**config.mk**
```make
export PLATFORM = sky130hd
export DESIGN_NAME = can_rx_fifo
export DESIGN_NICKNAME = d
export VERILOG_FILES = /design/src/rtl/can_rx_fifo.sv
export SDC_FILE = /design/constraint.sdc
export NUM_CORES = 1
export LEC_CHECK = 0
export CAP_MARGIN = 5
export CORE_MARGIN = 4
export CORE_UTILIZATION = 42
export DETAILED_ROUTE_END_ITERATION = 8
export PLACE_DENSITY = 0.7
export SLEW_MARGIN = 30
export SYNTH_ARGS = -nofsm -noshare
export SYNTH_HDL_FRONTEND = slang
export SYNTH_SLANG_ARGS = --single-unit
```
**constraint.sdc**
```tcl
create_clock -name sys_clk -period 17.4 [get_ports sys_clk]
set_input_delay 3.48 -clock sys_clk [delete_from_list [all_inputs] [get_ports sys_clk]]
set_output_delay 3.48 -clock sys_clk [all_outputs]
set_load 0.01 [all_outputs]
```
**src/rtl/can_rx_fifo.sv**
```systemverilog
// Receive message FIFO: buffers accepted CAN frames (4 x 32-bit words each),
// presents the oldest frame to the register read MUX and raises RX event flags.
module can_rx_fifo #(
  parameter int DEPTH  = 16,
  parameter int ADDR_W = 4
) (
  input  logic              sys_clk,
  input  logic              sys_rst,
  input  logic              rx_frame_valid,
  input  logic [31:0]       rx_id,
  input  logic [31:0]       rx_dlc,
  input  logic [31:0]       rx_dw1,
  input  logic [31:0]       rx_dw2,
  input  logic              DEMUX2rxfifo_rd,
  input  logic              DEMUX2rxfifo_flush,
  input  logic [ADDR_W-1:0] DEMUX2rxfifo_wm,
  output logic [31:0]       rxfifo2MUX_id,
  output logic [31:0]       rxfifo2MUX_dlc,
  output logic [31:0]       rxfifo2MUX_dw1,
  output logic [31:0]       rxfifo2MUX_dw2,
  output logic [ADDR_W:0]   rxfifo2MUX_fill,
  output logic              RXOK,
  output logic              RXNEMP,
  output logic              RXOFLW,
  output logic              RXUFLW,
  output logic              RXFLL,
  output logic              RXWM
);

  localparam logic [ADDR_W:0] FULL = (ADDR_W+1)'(DEPTH);

  logic [31:0] mem_id  [DEPTH];
  logic [31:0] mem_dlc [DEPTH];
  logic [31:0] mem_dw1 [DEPTH];
  logic [31:0] mem_dw2 [DEPTH];

  logic [ADDR_W-1:0] wp;
  logic [ADDR_W-1:0] rp;
  logic [ADDR_W:0]   cnt;
  logic              active;
  logic              pop_ok;
  logic              push_ok;

  // A full FIFO still accepts a push when a valid pop frees the head slot in the same cycle.
  always_comb begin
    active  = !sys_rst && !DEMUX2rxfifo_flush;
    pop_ok  = active && DEMUX2rxfifo_rd && (cnt != '0);
    push_ok = active && rx_frame_valid && ((cnt != FULL) || pop_ok);
  end

  always_ff @(posedge sys_clk) begin
    if (push_ok) begin
      mem_id[wp]  <= rx_id;
      mem_dlc[wp] <= rx_dlc;
      mem_dw1[wp] <= rx_dw1;
      mem_dw2[wp] <= rx_dw2;
    end
  end

  always_ff @(posedge sys_clk) begin
    if (sys_rst || DEMUX2rxfifo_flush) begin
      wp     <= '0;
      rp     <= '0;
      cnt    <= '0;
      RXOK   <= 1'b0;
      RXOFLW <= 1'b0;
      RXUFLW <= 1'b0;
    end else begin
      if (push_ok) wp <= wp + ADDR_W'(1);
      if (pop_ok)  rp <= rp + ADDR_W'(1);
      case ({push_ok, pop_ok})
        2'b10:   cnt <= cnt + (ADDR_W+1)'(1);
        2'b01:   cnt <= cnt - (ADDR_W+1)'(1);
        default: cnt <= cnt;
      endcase
      RXOK   <= push_ok;
      RXOFLW <= rx_frame_valid && !push_ok;
      RXUFLW <= DEMUX2rxfifo_rd && (cnt == '0);
    end
  end

  assign rxfifo2MUX_id   = mem_id[rp];
  assign rxfifo2MUX_dlc  = mem_dlc[rp];
  assign rxfifo2MUX_dw1  = mem_dw1[rp];
  assign rxfifo2MUX_dw2  = mem_dw2[rp];
  assign rxfifo2MUX_fill = cnt;
  assign RXNEMP          = (cnt != '0);
  assign RXFLL           = (cnt == FULL);
  assign RXWM            = (cnt > {1'b0, DEMUX2rxfifo_wm});

endmodule

```
# Word-level counts from Yosys, hierarchy flattened
# Memories as Yosys holds them, arrays and structs flattened. A register that Yosys moved wholly into a read port is not among the register bits.
# Cells that the tools add are included.
# Widths: inputs -> output; s select.
# op_classes
n_addsub	4
multipliers	0
n_div	0
n_lt_le_gt_ge	1
n_eq_ne	4
shift	0
n_mux	11
n_bitwise	0
reduce_logical	15
# op_table
op	count
$mux 4	8
$pmux 5 s2	1
$add 4x1->4 const B	2
$logic_and 1x1->1	7
$add 5x1->5 const B	1
$eq 5x5->1 const B	1
$gt 5x4->1	1
$logic_not 5->1	1
$ne 5x5->1 const B	1
$reduce_bool 5->1	1
$sub 5x1->5 const B	1
$logic_not 1->1	3
$eq 2x1->1 const B	1
$eq 2x2->1 const B	1
$logic_or 1x1->1	2
$mux 1	2
$reduce_bool 2->1	1
# word_totals
register_bits	16
latchBits	0
ram_bits	2048
mem_bits_ro	0
input_bits	137
output_inout_bits	139
word_cells	45
mem_count	4
# memory_table
name	words	width	rd	rd_clocked_by_memory_dff	write_ports	line	rtl
mem_dlc	16	32	1	1	1	33	logic [31:0] mem_dlc [DEPTH];
mem_dw1	16	32	1	1	1	34	logic [31:0] mem_dw1 [DEPTH];
mem_dw2	16	32	1	1	1	35	logic [31:0] mem_dw2 [DEPTH];
mem_id	16	32	1	1	1	32	logic [31:0] mem_id [DEPTH];

# Depth between registers and ports, before layout
# depth
ltp_word	8
mapped_depth	9
ltp_nobuf	8

# Worst setup path after synthesis
# OpenSTA, ideal clock, no wires.
# synth_timing
kind	in2reg
startpoint	input port sys_rst
endpoint	memory mem_dlc[0][0], enable pin
setup_time_ns	0.772
arrival_ns	12.977
required_ns	16.628
slack_ns	3.651
cell_stages	4
path_buffers	0
cell_sequence	nor2_1 o211a_4 nand2_1 nor3_1
# synth_via
elab_chain_cells	8
word_cells_on_any_way	9
classes_between	mux: 2; reduce/logical: 7
# synth_rtl
element	line	rtl
from (decl)	8	input logic sys_rst,
$logic_not 1->1 (*)	46	active = !sys_rst && !DEMUX2rxfifo_flush;
$logic_and 1x1->1 (*)	46	
$logic_and 1x1->1 (2 in a row)	47	pop_ok = active && DEMUX2rxfifo_rd && (cnt != '0);
$logic_or 1x1->1	48	push_ok = active && rx_frame_valid && ((cnt != FULL) || pop_ok);
$logic_and 1x1->1 (*)	48	
$mux 1 (*)	52	if (push_ok) begin
$mux 1 (implied by the code) (*)	54	mem_dlc[wp] <= rx_dlc;
to (decl)	33	
# Mark *: on every way between the ends. The rest lies on a longest branch, timed or not.

==> results.ini <==
[run_status]
outcome = complete, no violations

[timing]
clock.fmax_ghz = 0.113
finClkSkew_ns = 0.0414
final.setup.tns_ns = 0
setup_slack_ns = 8.57
hold_violations = 0
fin_crit_sh_pct = 50.8
max_slew_margin_pct = 30.0
setup_violations = 0
drv_slew = 0
min_period_ns = 8.83
rsz0062_at_grt = no
worstMarginPinSlew_ns = 1.05

[grt]
antenna_found_initial = 31
overflow = 0
grt_use_total_pct = 18.6
grt_max_degree = 148
grt_pass1_wl_um = 260000
grt_pass1_vias = 37400

[cts]
cts_buffers = 200
cts_resized = 0
cts_tree = built
cts_hold_buf = 0
ctsHtreeMaxLevel = 4
root_buffer = clkbuf_16
clock_latency_ns = 0.83
clock_sinks = 2068
cts.clk_slew.worst_paths_ns = 0.06
post_cts_buffers = 0
clock_path_buffers = 3

[setup_path]
crit_chain = buf_4 > buf_4 > buf_4 > mux4_2 > a22oi_1 > nand2_1 > clkdlybuf4s50_1
arrival_ns = 5.35
crit_top_cell = buf_4
critPathKind = register to output pin
setup.worst_path.end_class = output pin
cp.required_ns = 13.92
cp_slowest_cell = buf_4
ff2ff_path_depth = 7
cp-start-kind = register
crit_path_max_fanout = 64
cp_slowest_stage_delay_ns = 0.88

[flow_run]
cap_violations = 0

[logic_synthesis]
synth_nets = 3418
synth_flop_cell = edfxtp_1
ys_ff_latch = 2068
netlist_instances = 3268
postSynthAreaPerCell_um2 = 23.7
yosysSeqAreaShare_pct = 79.9
syn_area_um2 = 77500
async_flop_share_pct = 0
yosysWarningCount = 0
synth.distinct_cells = 45
synth-edff-count = 2048

[pwr]
total_leakage_power_uw = 0.0271
vdd_drop_max_v = 0.0000933
p_per_area_nw_per_um2 = 111

[die]
dieHeight_um = 438
fp.dieW_um = 438
rows = 157
io_pins = 276
core_um2 = 183000
die_area_um2 = 191000
start_util_pct = 42.3

[cells_and_area]
n_fill_cell = 14300
nets = 3793
layout-drive-gt1-share_pct = 24.0
multi_input_area_um2 = 14800
seqCellArea_um2 = 61900
area_growth_pct = 16.1
postLayoutCoreUtil_pct = 49.1

[routing]
vias_per_cell = 5.72
ant_nets = 0
first_pass_iters = 6
wire_per_inst_um = 28.4
vias = 35900
wl_um = 179000
drc = 0
dr.first_iter.drc_count = 4035

[placed_design]
gp_congestion = 0.704
hpwl_um = 88200
io_buffers = 275
pre_cts_ws_ns = 8.76

[worst_hold_path]
min_path_type = register to register
hold_depth = 2

==> layer usage <==
layer	routed length, um	global-route usage, %	vias to the layer above
met5	108	0	-
met4	4860	5.69	14
met3	13200	3.66	308
met2	91000	31.3	1423
met1	69600	24.7	19400
li1	-	-	14800
==> critical path, delay by kind of cell (launching register included) <==
| family | cells | cell delay, ns |
|---|---|---|
| multiplexers | 1 | 0.43 |
| flip-flops | 1 | 0.64 |
| buffers and inverters | 4 | 2.89 |
| AO/OA/AOI/OAI | 1 | 0.25 |
| AND/OR/NAND/NOR | 1 | 0.17 |
==> worst paths after layout <==
kind / from / to / slack (ns)
setup / recovery: register / rxfifo2MUX_dw1[17] / 8.57
hold / removal: wp[0] / wp[3] / 0.54
setup reg to reg: rxfifo2MUX_fill[0] / mem_dw2[4][1] / 13.46
hold reg to reg: wp[0] / wp[3] / 0.54
==> metrics by stage <==
stage | instances | hold WS [ns] | power [uW] | cell area [um2]
finish | 6288 | 0.536 | 9980 | 89900
global route | 6278 | 0.581 | 10300 | 89900
floorplan | 3268 | 0.433 | 5700 | 77500
detailed placement | 5901 | 0.535 | 5830 | 83300
global placement | 5899 | 0.520 | 5820 | 83200
CTS | 6270 | 0.545 | 10100 | 89800
==> placed cells by master (no fill, tap or decap), types with 3 or more instances in the layout <==
cell type	instances
edfxtp_1	2048
mux4_2	512
clkdlybuf4s50_1	275
clkbuf_16	201
a22oi_1	146
o22ai_1	110
nand2_1	87
nor2_1	63
buf_4	52
clkbuf_1	45
clkinv_2	45
clkinv_1	34
bufinv_16	18
dfxtp_1	17
diode_2	14
nor2_4	13
buf_12	13
ha_1	12
inv_1	11
clkinvlp_4	8
mux2i_1	7
clkinv_16	7
a21oi_1	6
nand3_1	6
buf_16	6
nand2b_1	5
o21ai_0	5
nor3_2	4
inv_6	4
buf_6	4
dfxtp_4	3
inv_16	3
==> sequential cells by signal, summed over array words and instances (netlist names), named ones only <==
signal,flops
mem_dw2,512
RXUFLW,1
mem_dlc,512
wp,4
mem_dw1,512
rxfifo2MUX_fill,5
rp,4
RXOFLW,1
RXOK,1
mem_id,512
==> power breakdown <==
group          internal (uW)  leakage [uW]  switching (uW)
clock network           2410       0.00316            1850
registers               5490        0.0186            4.69
logic                    100       0.00538             130
total                   8000        0.0271            1980
==> cell type report <==
type	instances	share of cell area (%)
antenna	14	0.0389
inverter	11	0.0459
sequential	2068	68.8
timing repair buffer	350	4.02
tap	2464	3.43
clock buffer	246	5.78
clock inverter	123	1.45
multi-input combinational	1012	16.4
==> cells by family (layout without fill, tap and decap cells) <==
| group | Yosys count | count (layout) | share of synthesized area, % |
|---|---|---|---|
| flip-flops | 2068 | 2068 | 79.9 |
| multiplexers | 519 | 519 | 15.0 |
| AO/OA/AOI/OAI | 278 | 278 | 2.54 |
| AND/OR/NAND/NOR | 198 | 198 | 1.09 |
| buffers and inverters | 188 | 730 | 1.24 |
| adder cells (fa/ha/maj) | 13 | 13 | 0.220 |
| XOR/XNOR | 4 | 4 | 0.0452 |
| other | 0 | 14 | 0 |
==> Yosys cell counts (2+ instances only) <==
master	count	share of area (%)
o21ai_0	5	0.032
buf_1	20	0.097
nand2b_1	7	0.057
nand4_2	2	0.032
o211ai_1	2	0.019
or2_2	2	0.016
xnor2_1	2	0.023
nor2b_1	2	0.016
edfxtp_1	2048	79
ha_1	12	0.19
buf_2	31	0.20
mux4_2	512	15
and2_1	2	0.016
o31ai_1	2	0.019
nor4_1	2	0.016
nor2_1	76	0.37
buf_6	4	0.058
dfxtp_1	20	0.52
mux2i_1	7	0.090
inv_1	11	0.053
xor2_1	2	0.023
a21oi_1	6	0.039
clkbuf_1	73	0.35
nor3_1	4	0.026
buf_4	48	0.47
o22ai_1	110	0.89
nand3_1	6	0.039
nand2_1	88	0.43
a22oi_1	146	1.4
Note: power is estimated with default switching activity, not from simulation.
